--- config.mk ---
export PLATFORM = sky130hd
export DESIGN_NAME = neuron_mac
export DESIGN_NICKNAME = d
export VERILOG_FILES = /design/src/rtl/neuron_pkg.sv /design/src/rtl/relu_sat.sv /design/src/rtl/neuron_mac.sv
export SDC_FILE = /design/constraint.sdc
export NUM_CORES = 1
export LEC_CHECK = 0
export CORE_ASPECT_RATIO = 1.1
export CORE_MARGIN = 2
export CORE_UTILIZATION = 40
export DETAILED_ROUTE_END_ITERATION = 6
export PLACE_DENSITY_LB_ADDON = 0.12
export SLEW_MARGIN = 5
export SYNTH_ARGS = -nofsm -noshare
export SYNTH_HDL_FRONTEND = slang
export SYNTH_SLANG_ARGS = --single-unit
--- constraint.sdc ---
create_clock -name clk -period 8.8 [get_ports clk]
set_clock_uncertainty 0.2 [all_clocks]
set_input_delay 1.76 -clock clk [delete_from_list [all_inputs] [get_ports clk]]
set_output_delay 1.76 -clock clk [all_outputs]
set_load 0.01 [all_outputs]
--- src/rtl/neuron_pkg.sv ---
// Shared definitions for the single-neuron datapaths: FSM states, default
// widths, and the accumulator sizing rule.
package neuron_pkg;

   typedef enum logic [1:0] {
      IDLE,
      ACC,
      ACT,
      DONE
   } state_t;

   localparam int DEF_N_IN  = 4;
   localparam int DEF_DW    = 8;
   localparam int DEF_ACC_W = 20;

   // Signed product (2*DW+1), growth over n_in terms, plus one bit for the bias add.
   function automatic int min_acc_w(input int n_in, input int dw);
      return 2 * dw + 1 + $clog2(n_in) + 1;
   endfunction

endpackage

--- src/rtl/relu_sat.sv ---
// Combinational fixed-point rescale and ReLU clamp: a signed ACC_W-bit sum is
// arithmetically shifted right by SHIFT, then clamped into DW-bit unsigned.
module relu_sat
   import neuron_pkg::*;
#(
   parameter int ACC_W = DEF_ACC_W,
   parameter int DW    = DEF_DW,
   parameter int SHIFT = 0
) (
   input  logic signed [ACC_W-1:0] i_sum,
   output logic        [DW-1:0]    o_act
);

   logic signed [ACC_W-1:0] w_shifted;

   assign w_shifted = i_sum >>> SHIFT;

   // NOTE: o_act gets a default before any branch, so no path leaves it unassigned and no latch is inferred.
   always_comb begin
      o_act = w_shifted[DW-1:0];
      if (w_shifted[ACC_W-1]) begin
         o_act = '0;
      end else if (|w_shifted[ACC_W-2:DW]) begin
         o_act = '1;
      end
   end

endmodule

--- src/rtl/neuron_mac.sv ---
// Sequential single neuron: one shared MAC iterated over N_IN latched inputs,
// then bias, shift and ReLU clamp; o_ready holds until the next start or reset.
module neuron_mac
   import neuron_pkg::*;
#(
   parameter int N_IN  = DEF_N_IN,
   parameter int DW    = DEF_DW,
   parameter int ACC_W = DEF_ACC_W,
   parameter int SHIFT = 0
) (
   input  logic                 clk,
   input  logic                 rst_n,
   input  logic                 i_new,
   input  logic [N_IN*DW-1:0]   i_x,
   input  logic [N_IN*DW-1:0]   i_w,
   input  logic [2*DW-1:0]      i_bias,
   output logic [DW-1:0]        o_out,
   output logic                 o_ready
);

   localparam int IDX_W = (N_IN > 1) ? $clog2(N_IN) : 1;
   localparam int PW    = 2 * DW + 1;

   if (ACC_W < min_acc_w(N_IN, DW)) begin : g_acc_w_check
      $error("neuron_mac: ACC_W too small for N_IN and DW");
   end

   state_t                  r_state;
   state_t                  w_state_nxt;
   logic [N_IN*DW-1:0]      r_x;
   logic [N_IN*DW-1:0]      r_w;
   logic [2*DW-1:0]         r_bias;
   logic signed [ACC_W-1:0] r_acc;
   logic [IDX_W-1:0]        r_idx;
   logic [DW-1:0]           r_out;
   logic                    r_ready;

   logic [DW-1:0]           w_xi;
   logic [DW-1:0]           w_wi;
   logic signed [PW-1:0]    w_x_s;
   logic signed [PW-1:0]    w_w_s;
   logic signed [PW-1:0]    w_prod;
   logic signed [ACC_W-1:0] w_prod_ext;
   logic signed [ACC_W-1:0] w_bias_ext;
   logic signed [ACC_W-1:0] w_sum;
   logic [DW-1:0]           w_act;
   logic                    w_last;

   assign w_xi   = r_x[r_idx*DW +: DW];
   assign w_wi   = r_w[r_idx*DW +: DW];
   assign w_last = (r_idx == IDX_W'(N_IN - 1));

   // Input is unsigned (zero-extend), weight is signed (sign-extend); the
   // product always fits in PW bits.
   assign w_x_s      = {{(PW-DW){1'b0}}, w_xi};
   assign w_w_s      = {{(PW-DW){w_wi[DW-1]}}, w_wi};
   assign w_prod     = w_x_s * w_w_s;
   assign w_prod_ext = {{(ACC_W-PW){w_prod[PW-1]}}, w_prod};
   assign w_bias_ext = {{(ACC_W-2*DW){r_bias[2*DW-1]}}, r_bias};
   assign w_sum      = r_acc + w_bias_ext;

   relu_sat #(
      .ACC_W (ACC_W),
      .DW    (DW),
      .SHIFT (SHIFT)
   ) u_relu_sat (
      .i_sum (w_sum),
      .o_act (w_act)
   );

   always_comb begin
      w_state_nxt = r_state;
      if (i_new) begin
         w_state_nxt = ACC;
      end else begin
         case (r_state)
            ACC:     if (w_last) w_state_nxt = ACT;
            ACT:     w_state_nxt = DONE;
            default: w_state_nxt = r_state;
         endcase
      end
   end

   // NOTE: sequential state uses non-blocking assignments so every register samples pre-edge values.
   always_ff @(posedge clk or negedge rst_n) begin
      if (!rst_n) begin
         r_state <= IDLE;
      end else begin
         r_state <= w_state_nxt;
      end
   end

   always_ff @(posedge clk or negedge rst_n) begin
      if (!rst_n) begin
         r_x     <= '0;
         r_w     <= '0;
         r_bias  <= '0;
         r_acc   <= '0;
         r_idx   <= '0;
         r_out   <= '0;
         r_ready <= 1'b0;
      end else if (i_new) begin
         // A start in any state restarts from the newly presented operands.
         r_x     <= i_x;
         r_w     <= i_w;
         r_bias  <= i_bias;
         r_acc   <= '0;
         r_idx   <= '0;
         r_ready <= 1'b0;
      end else begin
         case (r_state)
            ACC: begin
               r_acc <= r_acc + w_prod_ext;
               r_idx <= w_last ? '0 : r_idx + 1'b1;
            end
            ACT: begin
               r_out   <= w_act;
               r_ready <= 1'b1;
            end
            default: ;
         endcase
      end
   end

   assign o_out   = r_out;
   assign o_ready = r_ready;

endmodule

# --- Word level (Yosys, flattened, before mapping) ---
# Cells that the tools add are included.
classes:
  addsub: 3
  multipliers: 1
  n_eq_ne: 4
  n_shift: 2
  muxes: 12
  n_bitwise: 1
  reduce_logical: 6
op_table:
  columns: ["op", "count"]
  rows:
  - ["$shiftx A32 B6 Y8", 2]
  - ["$mux W20", 2]
  - ["$add A20 B16 Y20", 1]
  - ["$add A20 B17 Y20", 1]
  - ["$mul A9 B8 Y17", 1]
  - ["$mux W8", 2]
  - ["$reduce_or A11 Y1", 1]
  - ["$mux W2", 5]
  - ["$eq A2 B2 Y1 const B", 2]
  - ["$pmux W2 S2", 1]
  - ["$reduce_and A2 Y1", 2]
  - ["$reduce_bool A2 Y1", 2]
  - ["$ne A3 B3 Y1 const B", 1]
  - ["$reduce_bool A3 Y1", 1]
  - ["$add A2 B1 Y2 const B", 1]
  - ["$eq A2 B1 Y1 const B", 1]
  - ["$mux W1", 2]
  - ["$not A1 Y1", 1]
totals:
  regBits: 113
  elab_cells: 37

# --- Logic depth before layout (Yosys ltp) ---
# Gate-level depths: netlist of the first run.
logic_depth:
  depth_word: 5
  ltp_mapped: 23
  ltp_nobuf: 22

# --- Modules after synthesis ---
# From an unflattened synthesis of the first run, not the netlist that was laid out.
unflattened:
  hier_cells: 788
  area_unflattened_um2: 8612.0
modules_own_cells:
  columns: ["module", "instances", "cells_each", "area_each_um2", "seq_area_each_um2"]
  rows:
  - ["neuron_mac", 1, 768, 8469.4, 2827.7]
  - ["relu_sat", 1, 20, 142.6, 0.0]

# --- Least setup slack after synthesis of the first run ---
# Ideal clock, no wire load.
synth_path:
  path_kind: "register -> register"
  start: "register r_idx[0]"
  end: "register r_acc[18]"
  setup_ns: 0.121
  arrival_time_ns: 6.029
  setup_slack_ns: 2.450
  path_stages_with_launch: 19
  n_path_buf: 2
  synth_period_minus_slack_ns: 6.350
  path_cell_list: "dfrtp_1 buf_2 buf_1 mux4_2 nand2_1 fa_1 fa_1 inv_1 fa_1 fa_1 fa_1 ha_1 o21a_1 a21boi_1 o41a_1 a311o_1 a31oi_1 xnor2_1 a22o_1"
synth_between:
  elab_chain_cells: 5
  elab_cells_between_ends: 6
  cone_classes: "add/sub: 1; mul: 1; shift: 2; mux: 2"
synth_rtl:
  columns: ["item", "line_no", "source"]
  rows:
  - ["from (decl)", "neuron_mac.sv:34", "logic [IDX_W-1:0] r_idx;"]
  - ["from (signal assigned)", "neuron_mac.sv:114", "r_idx <= w_last ? '0 : r_idx + 1'b1;"]
  - ["$shiftx A32 B6 Y8, on equally long branches", "neuron_mac.sv:49, neuron_mac.sv:50", null]
  - ["$mul A9 B8 Y17 *", "neuron_mac.sv:57", "assign w_prod = w_x_s * w_w_s;"]
  - ["$add A20 B17 Y20 *", "neuron_mac.sv:113", "r_acc <= r_acc + w_prod_ext;"]
  - ["$mux W20 *", "neuron_mac.sv:111", "case (r_state)"]
  - ["$mux W20 *", "neuron_mac.sv:102", "end else if (i_new) begin"]
  - ["to (signal assigned)", "neuron_mac.sv:113", null]
  - ["to (decl)", "neuron_mac.sv:33", "logic signed [ACC_W-1:0] r_acc;"]
# Every way passes the cells marked *; elsewhere a longest branch is shown, timed or not. The select of a mux whose other input is x is not followed.
# A chain may end at the register's enable or synchronous reset.

# --- Final worst setup path of the first run ---
layout_path:
  start: "register r_idx[0]"
  end: "register r_acc[19]"
# The elaborated chain is that of the path after synthesis.

==> results of run 1 <==
area by class of cell:
type,count,area (sq um)
clock buffer,18,429
clock inverter,14,180
inverter,80,300
fill,1976,10800
tap,290,363
timing repair buffer,97,951
multi-input combinational,557,5400
sequential,113,2830
layout by cell type, fill, tap and decap left out, drive strengths merged, types with 3 or more instances in the layout:
| cell | instances |
|---|---|
| xor2 | 3 |
| a32oi | 8 |
| or3 | 8 |
| mux2 | 81 |
| clkdlybuf4s50 | 89 |
| a21oi | 29 |
| ha | 80 |
| nand2b | 12 |
| nor2b | 6 |
| o21ai | 20 |
| xnor2 | 19 |
| buf | 8 |
| fa | 52 |
| dfrtp | 113 |
| nand2 | 52 |
| nor3 | 9 |
| o211ai | 4 |
| a21o | 13 |
| inv | 84 |
| nor3b | 3 |
| o21a | 7 |
| a22o | 17 |
| mux4 | 15 |
| a32o | 6 |
| a31oi | 8 |
| and2 | 31 |
| a211oi | 3 |
| nor2 | 28 |
| mux2i | 4 |
| bufinv | 3 |
| nand3 | 11 |
| clkbuf | 18 |
| clkinv | 5 |
cell families after synthesis:
kind of cell / count (synthesis)
fa+ha+maj: 132
mux: 100
compound gates: 137
xor+xnor: 22
flops: 113
simple gates: 166
buf+inv: 105
sequential cells by signal (all words and copies together) (netlist names):
signal   cells
r_idx        2
r_acc       20
r_w         32
r_bias      16
o_ready      1
r_state      2
o_out        8
r_x         32
stage by stage:
stage	utilization	setup slack [ns]	cell area, sq um
finish	0.491	1.98	10500
global placement	0.462	2.09	9840
detailed placement	0.462	1.96	9840
floorplan	-	2.45	8650
global route	0.491	1.36	10500
CTS	0.491	1.94	10500
metal layers:
layer | global-route usage | wire, microns | vias to the layer above
met3 | 0.0318 | 716 | 19
met4 | 0.0453 | 255 | 0
met2 | 0.293 | 8940 | 152
met5 | 0 | 0 | -
li1 | - | - | 2919
met1 | 0.240 | 9020 | 3002
worst min path at each step:
stage	start	endpoint	slack (ns)	cells after the start
3_3_place_gp	r_x[6]	r_x[6]	0.29	1
2_1_floorplan	r_w[23]	r_w[23]	0.27	1
5_1_grt	r_x[4]	r_x[4]	0.32	1
3_5_place_dp	r_x[4]	r_x[4]	0.29	1
6_report	r_x[6]	r_x[6]	0.30	1
4_1_cts	r_x[6]	r_x[6]	0.31	1
worst max-delay path, cell delays in order (launching register included):
cell       delay (ns)
dfrtp_1          0.94
mux4_2           0.69
nand2b_1         0.20
fa_1             0.52
fa_1             0.55
inv_1            0.05
fa_1             0.50
fa_1             0.52
fa_1             0.49
ha_1             0.33
o21ai_0          0.11
o21a_1           0.19
o31ai_1          0.50
o21ai_0          0.24
o2111ai_1        0.23
a21oi_1          0.10
xnor2_1          0.12
a22o_1           0.19
==> flow_metrics.py, run 1 <==
metrics = {
    "logic_synthesis": {
        "synthSimpleGateAreaFrac": 0.0981,
        "syn-cell-area_sq_um": 8650,
        "synth_adder_area_share": 0.236,
        "ys.flop_type": "dfrtp_1",
        "syn_area_per_cell_sq_um": 11.2,
        "netlist.area_leader.share": 0.327,
        "synth_top_family_by_area": "adder cells",
        "netlist-cell-type-count": 65,
        "synth_largest_area_cell": "dfrtp_1",
        "ys_top_cells_by_count": "dfrtp_1 (113), mux2_2 (81), ha_1 (80), inv_1 (80)",
        "synth-edff-count": 0,
        "synth_xor_xnor_area_share": 0.0223,
        "synth_seq_area_share": 0.327,
        "synth_cells": 775,
        "synth-compound-area-share": 0.118,
        "synth_area_leaders": "dfrtp_1 (33%), fa_1 (12%), ha_1 (12%), mux2_2 (11%), mux4_2 (3.9%)",
        "ys_async_sr_fraction": 1.00,
        "synth_nets": 990,
        "yosysMostFrequentCell": "dfrtp_1",
        "ys_ff_latch": 113,
        "yosysWarnings": 0,
        "synth.area.mux_share": 0.149,
    },
    "clock_network": {
        "cts_hold_buf": 0,
        "cts_resized": 0,
        "cts_buffers": 17,
        "post_cts_buffers": 0,
        "h-tree-depth": 4,
        "cts_root_buffer": "clkbuf_16",
        "clk_pin_slew_worst_paths_ns": 0.06,
        "clk_path_buf_depth": 2,
        "cts_tree": "done",
        "cts_sinks": 113,
        "clk_latency_ns": 0.41,
    },
    "run_status": {
        "outcome": "completed",
    },
    "placement": {
        "placed_cells": 1137,
        "portBuffers": 91,
        "dp_hpwl_mm": 15.0,
        "gp_congestion": 0.840,
    },
    "sta": {
        "tightest_slew_ns": 0.975,
        "slew_headroom": 0.347,
        "finalHoldViolCount": 0,
        "whs_ns": 0.304,
        "final-max-slew-violation-count": 0,
        "setup_tns_ns": 0,
        "grt_setup_unrepaired": "no",
        "fin_crit_sh": 0.775,
        "fmax_mhz": 147,
        "min_period_ns": 6.82,
        "setup_viol": 0,
    },
    "global_routing": {
        "antenna_found_initial": 0,
        "first_global_vias": 6282,
        "grt_max_degree": 68,
        "grt-ovfl-total": 0,
        "grt_usage": 0.177,
        "grt_pass1_wl_mm": 31.6,
    },
    "setup_path": {
        "required_ns": 8.90,
        "worstSetupEndpointType": "register",
        "crit_path_end": "r_acc[19]",
        "path_max_fanout": 18,
        "critPathKind": "register to register",
        "worstReg2RegStart": "r_idx[0]",
        "crit_start": "r_idx[0]",
        "worstPathArrival_ns": 6.91,
        "r2r_end": "r_acc[19]",
        "r2r_cells": 17,
        "r2r_slack_ns": 1.98,
        "worstSetupStartpointType": "register",
    },
    "final_layout": {
        "drive_gt1_frac": 0.171,
        "fin_cells": 1169,
        "antenna_cells": 0,
        "synthToLayoutAreaGrowth_pct": 20.8,
        "nets": 1081,
    },
    "floorplan": {
        "die_area_sq_um": 22800,
        "placementRows": 56,
        "start_util": 0.406,
        "die_h_microns": 158,
        "coreArea_sq_um": 21300,
        "ios": 92,
        "fp.dieW_microns": 144,
    },
    "route": {
        "drc": 0,
        "ant_nets": 0,
        "wl_per_cell_microns": 16.2,
        "avgViaCountPerCell": 5.21,
        "initialDrtViolationCount": 296,
        "routed_wl_mm": 18.9,
        "vias": 6092,
        "firstDrtPassIters": 5,
    },
    "run": {
        "drv_cap": 0,
    },
    "min_path": {
        "hold_class": "register to register",
    },
}
Power of run 1 is not shown: default switching activity piles up to over one toggle a cycle in this logic, so the estimate is an artifact.
==> run 2: changes to the inputs <==
clock period = 6.72 ns   (was 8.8 ns; I/O delays follow)
==> run 2 against run 1 <==
Compared with the run above: via count about the same; critical path type unchanged; global-route usage up 0.50 points; maximum frequency up 8.6%; highest routed layer unchanged; register-to-register slack worse by 1.5 ns; largest cell class unchanged.
==> flow_metrics.py, run 2 (synthesis gave the netlist of run 1 again) <==
metrics = {
    "sta": {
        "fin_crit_sh": 0.934,
        "tightest_slew_ns": 0.933,
        "setup_viol": 0,
        "min_period_ns": 6.28,
        "setup_tns_ns": 0,
        "slew_headroom": 0.375,
        "finalHoldViolCount": 0,
        "fmax_mhz": 159,
        "grt_setup_unrepaired": "no",
        "final-max-slew-violation-count": 0,
    },
    "setup_path": {
        "worstSetupEndpointType": "register",
        "path_max_fanout": 13,
        "required_ns": 6.82,
        "worstPathArrival_ns": 6.38,
        "worstSetupStartpointType": "register",
        "critPathKind": "register to register",
    },
    "run_status": {
        "outcome": "completed",
    },
    "min_path": {
        "hold_class": "register to register",
    },
    "route": {
        "vias": 6098,
        "ant_nets": 0,
        "initialDrtViolationCount": 227,
        "avgViaCountPerCell": 5.21,
        "firstDrtPassIters": 4,
        "wl_per_cell_microns": 16.4,
        "routed_wl_mm": 19.3,
        "drc": 0,
    },
    "global_routing": {
        "grt-ovfl-total": 0,
        "grt_max_degree": 67,
        "grt_pass1_wl_mm": 32.3,
        "antenna_found_initial": 0,
        "first_global_vias": 6451,
        "grt_usage": 0.181,
    },
    "clock_network": {
        "clk_pin_slew_worst_paths_ns": 0.06,
        "cts_tree": "done",
        "cts_sinks": 113,
        "post_cts_buffers": 0,
        "cts_buffers": 17,
        "h-tree-depth": 4,
        "clk_path_buf_depth": 2,
        "clk_latency_ns": 0.42,
        "cts_root_buffer": "clkbuf_16",
    },
    "floorplan": {
        "start_util": 0.406,
        "ios": 92,
        "die_area_sq_um": 22800,
        "fp.dieW_microns": 144,
        "placementRows": 56,
        "die_h_microns": 158,
        "coreArea_sq_um": 21300,
    },
    "final_layout": {
        "final_cell_mix": "dfrtp_1 (113), clkdlybuf4s50_1 (89), mux2_2 (81)",
        "drive_gt1_frac": 0.175,
        "fillers": 1960,
        "layout.area.seq_sq_um": 2830,
        "antenna_cells": 0,
        "multi_input_area_sq_um": 5410,
        "fin_cells": 1171,
        "nets": 1083,
        "layout_commonest_cell": "dfrtp_1",
        "synthToLayoutAreaGrowth_pct": 21.1,
        "reg_top3": "r_w (32), r_x (32), r_acc (20)",
    },
    "placement": {
        "dp_hpwl_mm": 15.3,
        "portBuffers": 91,
        "placed_cells": 1139,
        "gp_congestion": 0.854,
    },
    "run": {
        "drv_cap": 0,
    },
}
run 2: repair_timing:
action	4_1_cts	5_1_grt
resized for setup	0	1
setup endpoints to repair	0	1
hold buffers	0	0
run 2: final cells by class:
type	instances	share of cell area
multi-input cells	557	0.516
flip-flops and latches	113	0.270
repair buffers	99	0.0934
clock buffers	17	0.0406
well taps	290	0.0346
inverters	80	0.0287
clock inverters	15	0.0166
run 2: path summary, 6_finish.rpt:
path / start / to / slack, ns / cells past startpoint
hold reg to reg: r_w[0] / r_w[0] / 0.30 / 1
hold / removal: r_w[0] / r_w[0] / 0.30 / 1
setup reg to reg: r_idx[1] / r_acc[19] / 0.44 / 17
setup / recovery: r_idx[1] / r_acc[19] / 0.44 / 17
min in group asynchronous: rst_n / r_bias[13] / 0.82 / 1
max in group asynchronous: rst_n / r_w[31] / 4.33 / 2
run 2: stage by stage:
stage               setup WS, ns  area (sq um)  utilization  hold slack (ns)
global route               0.101         10500        0.492            0.320
CTS                        0.281         10500        0.492            0.309
floorplan                  0.370          8650            -            0.275
detailed placement         0.287          9870        0.463            0.295
finish                     0.442         10500        0.492            0.303
global placement           0.464          9870        0.463            0.289
run 2: per-layer routing:
metal  wire, microns  track usage  up-vias
met5               0            0        -
met4             359       0.0578        0
met3             794       0.0342       23
met2            9300        0.306      126
met1            8800        0.237     3020
li1                -            -     2929
run 2: critical path, cell delays in order, from the launching register on:
cell and delay [ns]:
dfrtp_1 0.70, buf_4 0.27, mux4_2 0.42, and2_1 0.20
fa_1 0.42, fa_1 0.57, fa_1 0.44, fa_1 0.52
fa_1 0.49, ha_1 0.34, o21ai_0 0.12, o21a_1 0.21
o31ai_2 0.38, o21ai_0 0.21, o2111ai_1 0.23, a21oi_1 0.11
xnor2_1 0.13, a22o_1 0.19
Power of run 2 is left out for the same reason.
==> run 3: changes to the inputs <==
PLACE_DENSITY = 0.67   (was default)
PLACE_DENSITY_LB_ADDON = default   (was 0.12)
==> run 3 against run 2 <==
Compared with the run above: via count shrank 0.93%; hold slack lost 0.00071 ns; first-iteration DRC count shrank 2.6%; non-clock buffer count is the same; sequential cell count is the same; cell count is the same; wire length shrank 4.6%; final area is essentially flat; die area is the same; maximum frequency grew 0.53%; critical path depth grew 1.
==> flow_metrics.py, run 3 (synthesis gave the netlist of run 1 again) <==
metrics = {
    "run_status": {
        "outcome": "completed",
    },
    "setup_path": {
        "critPathKind": "register to register",
        "worstPathArrival_ns": 6.35,
        "max_stage_delay_ns": 0.59,
        "worstSetupStartpointType": "register",
        "r2r_slack_ns": 0.48,
        "r2r_cells": 18,
        "crit_chain": "buf_12 -> mux4_2 -> nand2b_1 -> fa_1 -> fa_1 -> inv_1 -> fa_1 -> fa_1 -> fa_1 -> ha_1 -> o21ai_0 -> o21a_1 -> o31ai_1 -> o21ai_0 -> o2111ai_1 -> a21oi_1 -> xnor2_1 -> a22o_1",
        "path_max_fanout": 20,
        "required_ns": 6.82,
        "worstSetupEndpointType": "register",
        "crit_buf_inv": 2,
        "r2r_end": "r_acc[19]",
        "crit_start": "r_idx[0]",
        "worstReg2RegStart": "r_idx[0]",
        "path_common_cell": "fa_1",
        "critPathSlowestCell": "mux4_2",
        "critPathTopFamily": "adder cells",
    },
    "global_routing": {
        "grt_pass1_wl_mm": 31.1,
        "grt-ovfl-total": 0,
        "grt_max_degree": 72,
        "antenna_found_initial": 0,
        "first_global_vias": 6172,
        "grt_usage": 0.174,
    },
    "sta": {
        "tightest_slew_ns": 0.889,
        "finalHoldViolCount": 0,
        "setup_tns_ns": 0,
        "setup_viol": 0,
        "slew_headroom": 0.408,
        "fmax_mhz": 160,
        "final-max-slew-violation-count": 0,
        "whs_ns": 0.303,
        "fin_crit_sh": 0.929,
        "grt_setup_unrepaired": "no",
        "min_period_ns": 6.24,
    },
    "min_path": {
        "min_path_cells": 2,
        "hold_class": "register to register",
        "min_from": "o_ready",
        "min_to": "o_ready",
    },
    "floorplan": {
        "die_area_sq_um": 22800,
        "ios": 92,
        "start_util": 0.406,
        "die_h_microns": 158,
        "fp.dieW_microns": 144,
        "placementRows": 56,
        "coreArea_sq_um": 21300,
    },
    "final_layout": {
        "reg_top3": "r_w (32), r_x (32), r_acc (20)",
        "synthToLayoutAreaGrowth_pct": 21.0,
        "layout.area.seq_sq_um": 2830,
        "fillers": 1941,
        "stdcell_area_sq_um": 10500,
        "final_cell_mix": "dfrtp_1 (113), clkdlybuf4s50_1 (89), mux2_2 (81)",
        "multi_input_area_sq_um": 5400,
        "layout_commonest_cell": "dfrtp_1",
        "nets": 1083,
        "antenna_cells": 0,
        "drive_gt1_frac": 0.174,
    },
    "placement": {
        "portBuffers": 91,
        "gp_congestion": 0.850,
        "dp_hpwl_mm": 14.3,
        "placement.cell_area_sq_um": 9870,
    },
    "route": {
        "drc": 0,
        "wl_per_cell_microns": 15.7,
        "routed_wl_mm": 18.4,
        "ant_nets": 0,
        "firstDrtPassIters": 5,
        "avgViaCountPerCell": 5.16,
        "vias": 6041,
        "initialDrtViolationCount": 221,
    },
    "clock_network": {
        "cts_tree": "done",
        "h-tree-depth": 4,
        "post_cts_buffers": 0,
        "clk_pin_slew_worst_paths_ns": 0.06,
        "cts_sinks": 113,
        "cts_hold_buf": 0,
        "clk_latency_ns": 0.42,
        "clk_path_buf_depth": 2,
        "cts_resized": 0,
        "cts_root_buffer": "clkbuf_16",
        "cts_buffers": 17,
    },
    "run": {
        "drv_cap": 0,
    },
}
run 3: per-stage QoR:
stage | instances | setup WS [ns] | utilization
3_3_place_gp | 1139 | 0.592 | 0.463
4_1_cts | 1171 | 0.445 | 0.491
3_5_place_dp | 1139 | 0.455 | 0.463
6_report | 1171 | 0.476 | 0.491
5_1_grt | 1171 | 0.197 | 0.491
2_1_floorplan | 775 | 0.370 | -
run 3: routing by layer:
metal / global-route usage / vias to the layer above / wire length [microns]
li1: - / 2932 / -
met1: 0.237 / 2945 / 8890
met2: 0.273 / 143 / 8460
met3: 0.0408 / 21 / 740
met4: 0.0573 / 0 / 279
met5: 0 / - / 0
run 3: worst max-delay path by stage:
stage	to	slack, ns	cells after the start
after global placement	r_acc[19]	0.59	18
after floorplan	r_acc[18]	0.37	18
after detailed placement	r_acc[19]	0.45	18
after CTS	r_acc[19]	0.45	18
final	r_acc[19]	0.48	18
after global routing	r_acc[19]	0.20	18
run 3: cell type report:
| type | instances | area share |
|---|---|---|
| Clock buffer | 18 | 0.0420 |
| Multi-Input combinational cell | 557 | 0.516 |
| Inverter | 80 | 0.0287 |
| Clock inverter | 14 | 0.0148 |
| Tap cell | 290 | 0.0347 |
| Sequential cell | 113 | 0.270 |
| Timing Repair Buffer | 99 | 0.0935 |
run 3: worst reg2reg max path: stages (launching register included):
cell and delay (ns):
dfrtp_1 0.37, buf_12 0.19, mux4_2 0.60, nand2b_1 0.20
fa_1 0.52, fa_1 0.55, inv_1 0.05, fa_1 0.50
fa_1 0.53, fa_1 0.49, ha_1 0.33, o21ai_0 0.09
o21a_1 0.20, o31ai_1 0.44, o21ai_0 0.22, o2111ai_1 0.22
a21oi_1 0.10, xnor2_1 0.13, a22o_1 0.19
Power of run 3 is left out for the same reason.
